**src/rtl/dmem_arb_pkg.sv**
```systemverilog
// ----------------------------------------------------------------------------
// dmem_arb_pkg : shared types and port indices for the data-memory arbiter
// Rev 1.0 - initial release
// ----------------------------------------------------------------------------
`default_nettype none

package dmem_arb_pkg;

  typedef enum logic [1:0] {
    ST_IDLE  = 2'd0,
    ST_LOCK0 = 2'd1,
    ST_LOCK1 = 2'd2
  } arb_state_e;

  localparam int PORT_MEM = 0;
  localparam int PORT_LDR = 1;

endpackage

`default_nettype wire

```
**src/rtl/dmem_arb_rr2.sv**
```systemverilog
// ----------------------------------------------------------------------------
// dmem_arb_rr2 : two-way round-robin picker, one-hot grant
// Option: DMEM_ARB_FIXED_PRIO_EN turns it into a port-0-first priority encoder
// Rev 1.0 - initial release
// ----------------------------------------------------------------------------
`default_nettype none

module dmem_arb_rr2 (
  input  logic [1:0] req,
`ifndef DMEM_ARB_FIXED_PRIO_EN
  input  logic       last,
`endif
  output logic [1:0] gnt
);

  always_comb begin
    gnt = 2'b00;
`ifdef DMEM_ARB_FIXED_PRIO_EN
    if (req[0]) begin
      gnt = 2'b01;
    end else if (req[1]) begin
      gnt = 2'b10;
    end
`else
    case (req)
      2'b01:   gnt = 2'b01;
      2'b10:   gnt = 2'b10;
      // contention: the port that did not win last time goes first
      2'b11:   gnt = last ? 2'b01 : 2'b10;
      default: gnt = 2'b00;
    endcase
`endif
  end

endmodule

`default_nettype wire

```
**src/rtl/dmem_arbiter.sv**
```systemverilog
// ----------------------------------------------------------------------------
// dmem_arbiter : shares the data memory between MEM stage and loader with locks
// Option: DMEM_ARB_FIXED_PRIO_EN selects fixed priority (port 0 first)
// Rev 1.0 - initial release
// ----------------------------------------------------------------------------
`default_nettype none

module dmem_arbiter #(
  parameter int ADDR_W    = 32,
  parameter int DATA_W    = 32,
  parameter int MAX_BURST = 8
) (
  input  logic              clk,
  input  logic              reset,
  input  logic              m0_req,
  input  logic              m0_we,
  input  logic              m0_lock,
  input  logic [ADDR_W-1:0] m0_adr,
  input  logic [DATA_W-1:0] m0_wd,
  output logic              m0_gnt,
  output logic              m0_rvalid,
  output logic [DATA_W-1:0] m0_rd,
  input  logic              m1_req,
  input  logic              m1_we,
  input  logic              m1_lock,
  input  logic [ADDR_W-1:0] m1_adr,
  input  logic [DATA_W-1:0] m1_wd,
  output logic              m1_gnt,
  output logic              m1_rvalid,
  output logic [DATA_W-1:0] m1_rd,
  output logic [ADDR_W-1:0] mem_adr,
  output logic [DATA_W-1:0] mem_wd,
  output logic              mem_we,
  input  logic [DATA_W-1:0] mem_rd
);

  import dmem_arb_pkg::*;

  localparam int CNT_W = (MAX_BURST > 1) ? $clog2(MAX_BURST) : 1;
  localparam logic [CNT_W-1:0] C_CNT_LAST = CNT_W'(MAX_BURST - 1);

  arb_state_e       state_q, state_d;
  logic [CNT_W-1:0] burst_q, burst_d;
  logic [1:0]       pick;
  logic [1:0]       gnt;
  logic             rvalid0_q, rvalid1_q;
  logic [DATA_W-1:0] rd0_q, rd1_q;

`ifndef DMEM_ARB_FIXED_PRIO_EN
  logic last_q, last_d;
`endif

  dmem_arb_rr2 u_rr2 (
    .req  ({m1_req, m0_req}),
`ifndef DMEM_ARB_FIXED_PRIO_EN
    .last (last_q),
`endif
    .gnt  (pick)
  );

  always_comb begin
    state_d = state_q;
    burst_d = burst_q;
    gnt     = 2'b00;
`ifndef DMEM_ARB_FIXED_PRIO_EN
    last_d  = last_q;
`endif
    case (state_q)
      ST_IDLE: begin
        gnt = pick;
        if (gnt[PORT_MEM] && m0_lock) begin
          state_d = ST_LOCK0;
          burst_d = '0;
        end else if (gnt[PORT_LDR] && m1_lock) begin
          state_d = ST_LOCK1;
          burst_d = '0;
        end
      end
      ST_LOCK0: begin
        gnt[PORT_MEM] = m0_req;
        burst_d       = burst_q + CNT_W'(1);
        if ((m0_req && !m0_lock) || (!m0_req && !m0_lock) || (burst_d == C_CNT_LAST)) begin
          state_d = ST_IDLE;
`ifndef DMEM_ARB_FIXED_PRIO_EN
          last_d  = 1'b0;
`endif
        end
      end
      ST_LOCK1: begin
        gnt[PORT_LDR] = m1_req;
        burst_d       = burst_q + CNT_W'(1);
        if ((m1_req && !m1_lock) || (!m1_req && !m1_lock) || (burst_d == C_CNT_LAST)) begin
          state_d = ST_IDLE;
`ifndef DMEM_ARB_FIXED_PRIO_EN
          last_d  = 1'b1;
`endif
        end
      end
      default: begin
        state_d = ST_IDLE;
      end
    endcase
    // nothing is granted while reset is held, whatever the state register shows
    if (!reset) begin
      gnt = 2'b00;
    end
`ifndef DMEM_ARB_FIXED_PRIO_EN
    if (gnt[PORT_MEM]) begin
      last_d = 1'b0;
    end else if (gnt[PORT_LDR]) begin
      last_d = 1'b1;
    end
`endif
  end

  always_ff @(posedge clk) begin
    if (!reset) begin
      state_q   <= ST_IDLE;
      burst_q   <= '0;
      rvalid0_q <= 1'b0;
      rvalid1_q <= 1'b0;
      rd0_q     <= '0;
      rd1_q     <= '0;
`ifndef DMEM_ARB_FIXED_PRIO_EN
      last_q    <= 1'b1;
`endif
    end else begin
      state_q   <= state_d;
      burst_q   <= burst_d;
      rvalid0_q <= gnt[PORT_MEM] & ~m0_we;
      rvalid1_q <= gnt[PORT_LDR] & ~m1_we;
      if (gnt[PORT_MEM] && !m0_we) begin
        rd0_q <= mem_rd;
      end
      if (gnt[PORT_LDR] && !m1_we) begin
        rd1_q <= mem_rd;
      end
`ifndef DMEM_ARB_FIXED_PRIO_EN
      last_q    <= last_d;
`endif
    end
  end

  assign m0_gnt    = gnt[PORT_MEM];
  assign m1_gnt    = gnt[PORT_LDR];
  assign m0_rvalid = rvalid0_q;
  assign m1_rvalid = rvalid1_q;
  assign m0_rd     = rd0_q;
  assign m1_rd     = rd1_q;

  // port 0 payload is parked on the bus when nobody is granted
  assign mem_adr = gnt[PORT_LDR] ? m1_adr : m0_adr;
  assign mem_wd  = gnt[PORT_LDR] ? m1_wd  : m0_wd;
  assign mem_we  = ((gnt[PORT_MEM] & m0_we) | (gnt[PORT_LDR] & m1_we)) & reset;

endmodule

`default_nettype wire

```
**config.mk**
```make
export PLATFORM = sky130hd
export DESIGN_NAME = dmem_arbiter
export DESIGN_NICKNAME = d
export VERILOG_FILES = /design/src/rtl/dmem_arb_pkg.sv /design/src/rtl/dmem_arb_rr2.sv /design/src/rtl/dmem_arbiter.sv
export SDC_FILE = /design/constraint.sdc
export NUM_CORES = 1
export LEC_CHECK = 0
export ABC_AREA = 1
export CORE_AREA = 2 2 118 120
export CTS_CLUSTER_DIAMETER = 100
export CTS_CLUSTER_SIZE = 10
export DETAILED_ROUTE_END_ITERATION = 7
export DIE_AREA = 0 0 120 122
export GPL_ROUTABILITY_DRIVEN = 0
export HOLD_SLACK_MARGIN = 0.15
export PLACE_DENSITY = 0.76
export SYNTH_ARGS = -nofsm -noshare
export SYNTH_HDL_FRONTEND = slang
export SYNTH_HIERARCHICAL = 1
export SYNTH_SLANG_ARGS = --single-unit
```
**constraint.sdc**
```tcl
create_clock -name clk -period 1.6 [get_ports clk]
set_input_delay 0.24 -clock clk [delete_from_list [all_inputs] [get_ports clk]]
set_output_delay 0.24 -clock clk [all_outputs]
set_load 0.03 [all_outputs]
```
; ---- Yosys cells after proc, flatten, opt, wreduce, memory -nomap -nowiden
; Cells that the tools add are included.
[word_totals]
out_inout_bits = 133
word_cells = 72
in_bits = 168
ff_bits = 72
[classes]
reduce_logical = 25
add_sub_neg = 1
n_eq_ne = 11
muxes = 20
bitwise_logic = 8
[ops]
columns = op, n
row1 = $mux W32, 2
row2 = $mux W2, 6
row3 = $pmux W2 S3, 2
row4 = $logic_and A1 B1 Y1, 8
row5 = $ne A4 B4 Y1 const B, 2
row6 = $eq A2 B2 Y1 const B, 3
row7 = $logic_not A1 Y1, 6
row8 = $mux W3, 2
row9 = $pmux W1 S2, 3
row10 = $pmux W3 S2, 1
row11 = $reduce_and A3 Y1, 2
row12 = $and A1 B1 Y1, 5
row13 = $eq A2 B1 Y1 const B, 2
row14 = $logic_or A1 B1 Y1, 4
row15 = $mux W1, 4
row16 = $ne A2 B2 Y1 const B, 2
row17 = $reduce_bool A4 Y1, 1
row18 = $add A3 B1 Y3 const B, 1
row19 = $eq A3 B3 Y1 const B, 1
row20 = $ne A3 B3 Y1 const B, 1
row21 = $logic_not A2 Y1, 1
row22 = $not A1 Y1, 2
row23 = $reduce_and A2 Y1, 1
row24 = $reduce_bool A2 Y1, 1
row25 = other kinds (2), 2

; ---- Depth between registers and ports, before layout
[depth]
depth_word = 8
ltp_mapped = 11
mapped_depth_nobuf = 11

; ---- By module
; Netlist, hierarchy kept.
[modules_own_cells]
columns = mod, area_per_inst_um2, cells_per_inst, n_inst, seq_area_each_um2
row1 = dmem_arbiter, 3584.7, 572, 1, 1441.4
row2 = dmem_arb_rr2, 21.3, 5, 1, 0.0

; ---- Least setup slack after synthesis
; OpenSTA, ideal clock, no wires.
[synth_timing]
path_type = reg2out
start = register state_q[0]
end = output port mem_we
path_buffers = 1
arrival_ps = 1689
slack_ps = -329
path_stages_with_launch = 8
required_ps = 1360
path_cell_list = dfxtp_1 > inv_1 > ha_1 > nand2_1 > nand2_1 > nand2_4 > buf_2 > o21ai_0
[synth_between]
elab_chain_len = 6
elab_cells_between_ends = 10
cone_classes = eq/ne: 2 / mux: 3 / bitwise: 4 / reduce/logical: 1
[synth_lines]
columns = item, line_no
row1 = from (decl), dmem_arbiter.sv:42  ; arb_state_e state_q, state_d;
row2 = from (signal assigned), dmem_arbiter.sv:128  ; state_q <= state_d;
row3 = "$eq A2 B1 Y1, or another cell as far along", dmem_arbiter.sv:68  ; case (state_q)
row4 = $pmux W1 S2, dmem_arbiter.sv:68
row5 = $mux W2 *, dmem_arbiter.sv:104  ; if (!reset) begin
row6 = $and A1 B1 Y1, dmem_arbiter.sv:154  ; assign mem_we = ((gnt[PORT_MEM] & m0_we) | (gnt[PORT_LDR] & m1_we)) & reset;
row7 = $or A1 B1 Y1 *, dmem_arbiter.sv:154
row8 = $and A1 B1 Y1 *, dmem_arbiter.sv:154
row9 = to (decl), dmem_arbiter.sv:33  ; output logic mem_we,
; Mark *: on every way between the ends. The rest lies on a longest branch, timed or not.

; ---- Worst setup path after layout
[layout_timing]
start = register state_q[1]
end = output port mem_wd[20]
[layout_between]
elab_chain_len = 4
elab_cells_between_ends = 5
cone_classes = eq/ne: 1 / mux: 3 / reduce/logical: 1
[layout_lines]
columns = item, line_no
row1 = $eq A2 B2 Y1 / $logic_not A2 Y1 (equally long branches), dmem_arbiter.sv:68
row2 = $pmux W1 S2 *, dmem_arbiter.sv:68
row3 = $mux W2 *, dmem_arbiter.sv:104
row4 = $mux W32 *, dmem_arbiter.sv:153  ; assign mem_wd = gnt[PORT_LDR] ? m1_wd : m0_wd;
row5 = to (decl), dmem_arbiter.sv:32  ; output logic [DATA_W-1:0] mem_wd,
; Marked as above.

==> results.sh <==
export IMPL_status="finished with violations"
export IMPL_violations="setup timing"
export IMPL_slew_viol_final=0
export IMPL_layout_common_cells="179 x clkdlybuf4s50_1, 139 x nand2_1, 77 x nand2_2"
export IMPL_fillers=994
export IMPL_hold_buffers=0
export IMPL_met2_length_um=10300
export IMPL_die_width_um=120
export IMPL_relSlewSlack_pct=76.2
export IMPL_drv_cap=0
export IMPL_power_density_mw_per_mm2=1290
export IMPL_synth_nets=751
export IMPL_port_buffers=300
export IMPL_avgViaCountPerCell=4.55
export IMPL_synth_largest_area_cell="dfxtp_1"
export IMPL_slowest_stage="dfxtp_4"
export IMPL_worst_pin_slew_ns=0.356
export IMPL_netSwitchingPower_mw=4.98
export IMPL_grt_max_degree=67
export IMPL_drt_wl_total_um=19900
export IMPL_dieArea_mm2=0.0146
export IMPL_drive_gt1_share_pct=38.6
export IMPL_routedWlPerCell_um=17.9
export IMPL_slowest_delay_ns=0.38
export IMPL_crit_fanout=7
export IMPL_place_ws_ns=-0.527
export IMPL_hold_depth=4
export IMPL_die_h_um=122
export IMPL_yosysTopAreaCellShare_pct=40.0
export IMPL_synth_area_top_cells="dfxtp_1 40%, nand2_1 30%, nor2_1 7.9%, o21ai_0 5.6%, o21ai_1 3.7%"
export IMPL_leakagePower_nw=4.78
export IMPL_h_tree_depth=3
export IMPL_clkSlewWorstSetupHoldPaths_ns=0.05
export IMPL_cp_start_kind="flip-flop"
export IMPL_seqPwrFrac_pct=19.2
export IMPL_met3WireLength_um=2110
export IMPL_fmax_mhz=480
export IMPL_grt_pass1_vias=5017
export IMPL_grt_use_total_pct=24.9
export IMPL_antenna_left=0
export IMPL_yosysUniqueCellTypes=18
export IMPL_rows=43
export IMPL_synth_cells=577
export IMPL_drc_errors=0
export IMPL_clockBufferDepth=2
export IMPL_comb_power_share_pct=64.4
export IMPL_fin_crit_sh_pct=130
export IMPL_highest_layer="met5"
export IMPL_seq_area_frac_synth_pct=40.0
export IMPL_required_ns=1.36
export IMPL_rrSetupSlack_ns=-0.36
export IMPL_clockRootBuffer="clkbuf_16"
export IMPL_fin_crit_ns=2.08
export IMPL_clockPowerShare_pct=16.4
export IMPL_layout_commonest_cell="clkdlybuf4s50_1"
export IMPL_rsz0062_at_grt="yes"
export IMPL_finalNetCount=1103
export IMPL_syn_cell_area_mm2=0.00361
export IMPL_arrival_ns=1.84
export IMPL_final_area_mm2=0.00924
export IMPL_ys_ff_latch=72
export IMPL_antenna_found_initial=2
export IMPL_total_power_mw=11.9
export IMPL_path_delay_family="buffers and inverters"
export IMPL_first_iter_violations=155
export IMPL_skew_ns=0.00451
export IMPL_switching_share_pct=41.7
export IMPL_ios=301
export IMPL_design_core_area_mm2=0.0135
export IMPL_first_pass_iters=4
export IMPL_path_cells="inv_6 -> ha_4 -> nor2_4 -> nor2_4 -> nand2_4 -> inv_8 -> buf_12 -> buf_12 -> nand2_1 -> nand2_1 -> buf_6"
export IMPL_dr_total_vias=5071
export IMPL_area_growth_pct=156
export IMPL_cts_tree="built"
export IMPL_post_dp_hpwl_um=13000
export IMPL_initial_core_util_pct=26.7
export IMPL_cp_num_cells=11
export IMPL_critical_path_class="reg -> out"
export IMPL_clkLatencyLatePin_ns=0.33
export IMPL_setup_viol=134
export IMPL_path_buf_inv=5
export IMPL_ir_worst_vdd_mv=0.833
export IMPL_yosys_warnings=6
export IMPL_clock_sinks=72
export IMPL_rr_worst_depth=13
export IMPL_finalWorstSetupSlack_ns=-0.485
export IMPL_tns_ns=-45.10
export IMPL_syn_area_per_cell_um2=6.25
export IMPL_p_int_mw=6.97
export IMPL_wl_met1_um=6860
export IMPL_grt_pass1_wl_um=27800
export IMPL_grt_remaining_overflow=0
export IMPL_hp_class="in -> reg"
export IMPL_placed_cell_area_mm2=0.00743
export IMPL_cts_buffers_inserted=9
export IMPL_final_hold_viol_count=0
export IMPL_setup_worst_path_end_class="primary output"
## logic make-up after synthesis
kind of cell | after synthesis | share of synthesized area (%)
fa+ha+maj | 6 | 2.08
compound gates | 71 | 9.85
simple gates | 374 | 39.9
flops | 72 | 40.0
buf+inv | 54 | 8.22
## flip-flops by register name, indices dropped and copies added (netlist names)
name	flops
burst_q	3
last_q	1
m0_rd	32
m0_rvalid	1
m1_rd	32
m1_rvalid	1
state_q	2
## worst min-delay path, delay by kind of cell
kind	cells	cell delay, ns
buffers and inverters	3	0.34
AOI/OAI and AO/OA	1	0.03
## metal layers
layer  track usage [%]  up-vias
met5                 0        -
li1                  -     2501
met1              24.5     2310
met4              10.3        2
met3              11.1       42
met2              45.5      216
## power by group through the flow
stage | sequential (mW) | clock, mW | combinational, mW
6_report | 2.30 | 1.96 | 7.70
3_3_place_gp | 2.30 | 0 | 6.01
5_1_grt | 2.33 | 2.06 | 8.11
2_1_floorplan | 2.81 | 0 | 2.84
3_5_place_dp | 2.30 | 0 | 6.04
4_1_cts | 2.29 | 1.99 | 7.19
## Yosys cell counts
cell type	count
dfxtp_1	72
nand3_1	5
buf_4	9
inv_2	3
nor2_4	2
o21ai_1	27
o21ai_0	40
ha_1	6
buf_2	12
nand2_4	1
a21oi_1	4
inv_1	16
nand2_1	288
or2_2	1
nor2_1	76
buf_6	6
clkbuf_1	8
nand4_1	1
## worst paths after layout
kind	startpoint	to
min	reset	burst_q[1]$_SDFFE_PN0P_
max reg2reg	state_q[0]$_SDFFE_PN0P_	m1_rd[11]$_SDFFE_PN0P_
max	state_q[1]$_SDFFE_PN0P_	mem_wd[20]
min reg2reg	m0_rd[27]$_SDFFE_PN0P_	m0_rd[27]$_SDFFE_PN0P_
## repair_timing
action | 4_1_cts | 5_1_grt
pin swaps | 8 | 25
resized for setup | 168 | 164
gates cloned | 13 | 5
setup buffers | 14 | 11
endpoints found under the setup margin | 137 | 172
## final cells by class
cell class	count	area, um2	area share (%)
Antenna cell	1	2.50	0.0271
Multi-Input combinational cell	451	2800	30.3
Inverter	19	91.3	0.989
Sequential cell	72	1450	15.7
Clock inverter	3	42.5	0.460
Tap cell	180	225	2.44
Clock buffer	12	246	2.67
Timing Repair Buffer	376	4390	47.5
## stage by stage
step | cells | hold WS, ns | util, %
floorplan | 577 | 0.353 | -
global placement | 1061 | 0.446 | 55.0
detailed placement | 1061 | 0.451 | 55.0
CTS | 1102 | 0.326 | 63.9
global route | 1114 | 0.335 | 68.4
finish | 1114 | 0.324 | 68.4
Power figures use the tool's default switching activity.
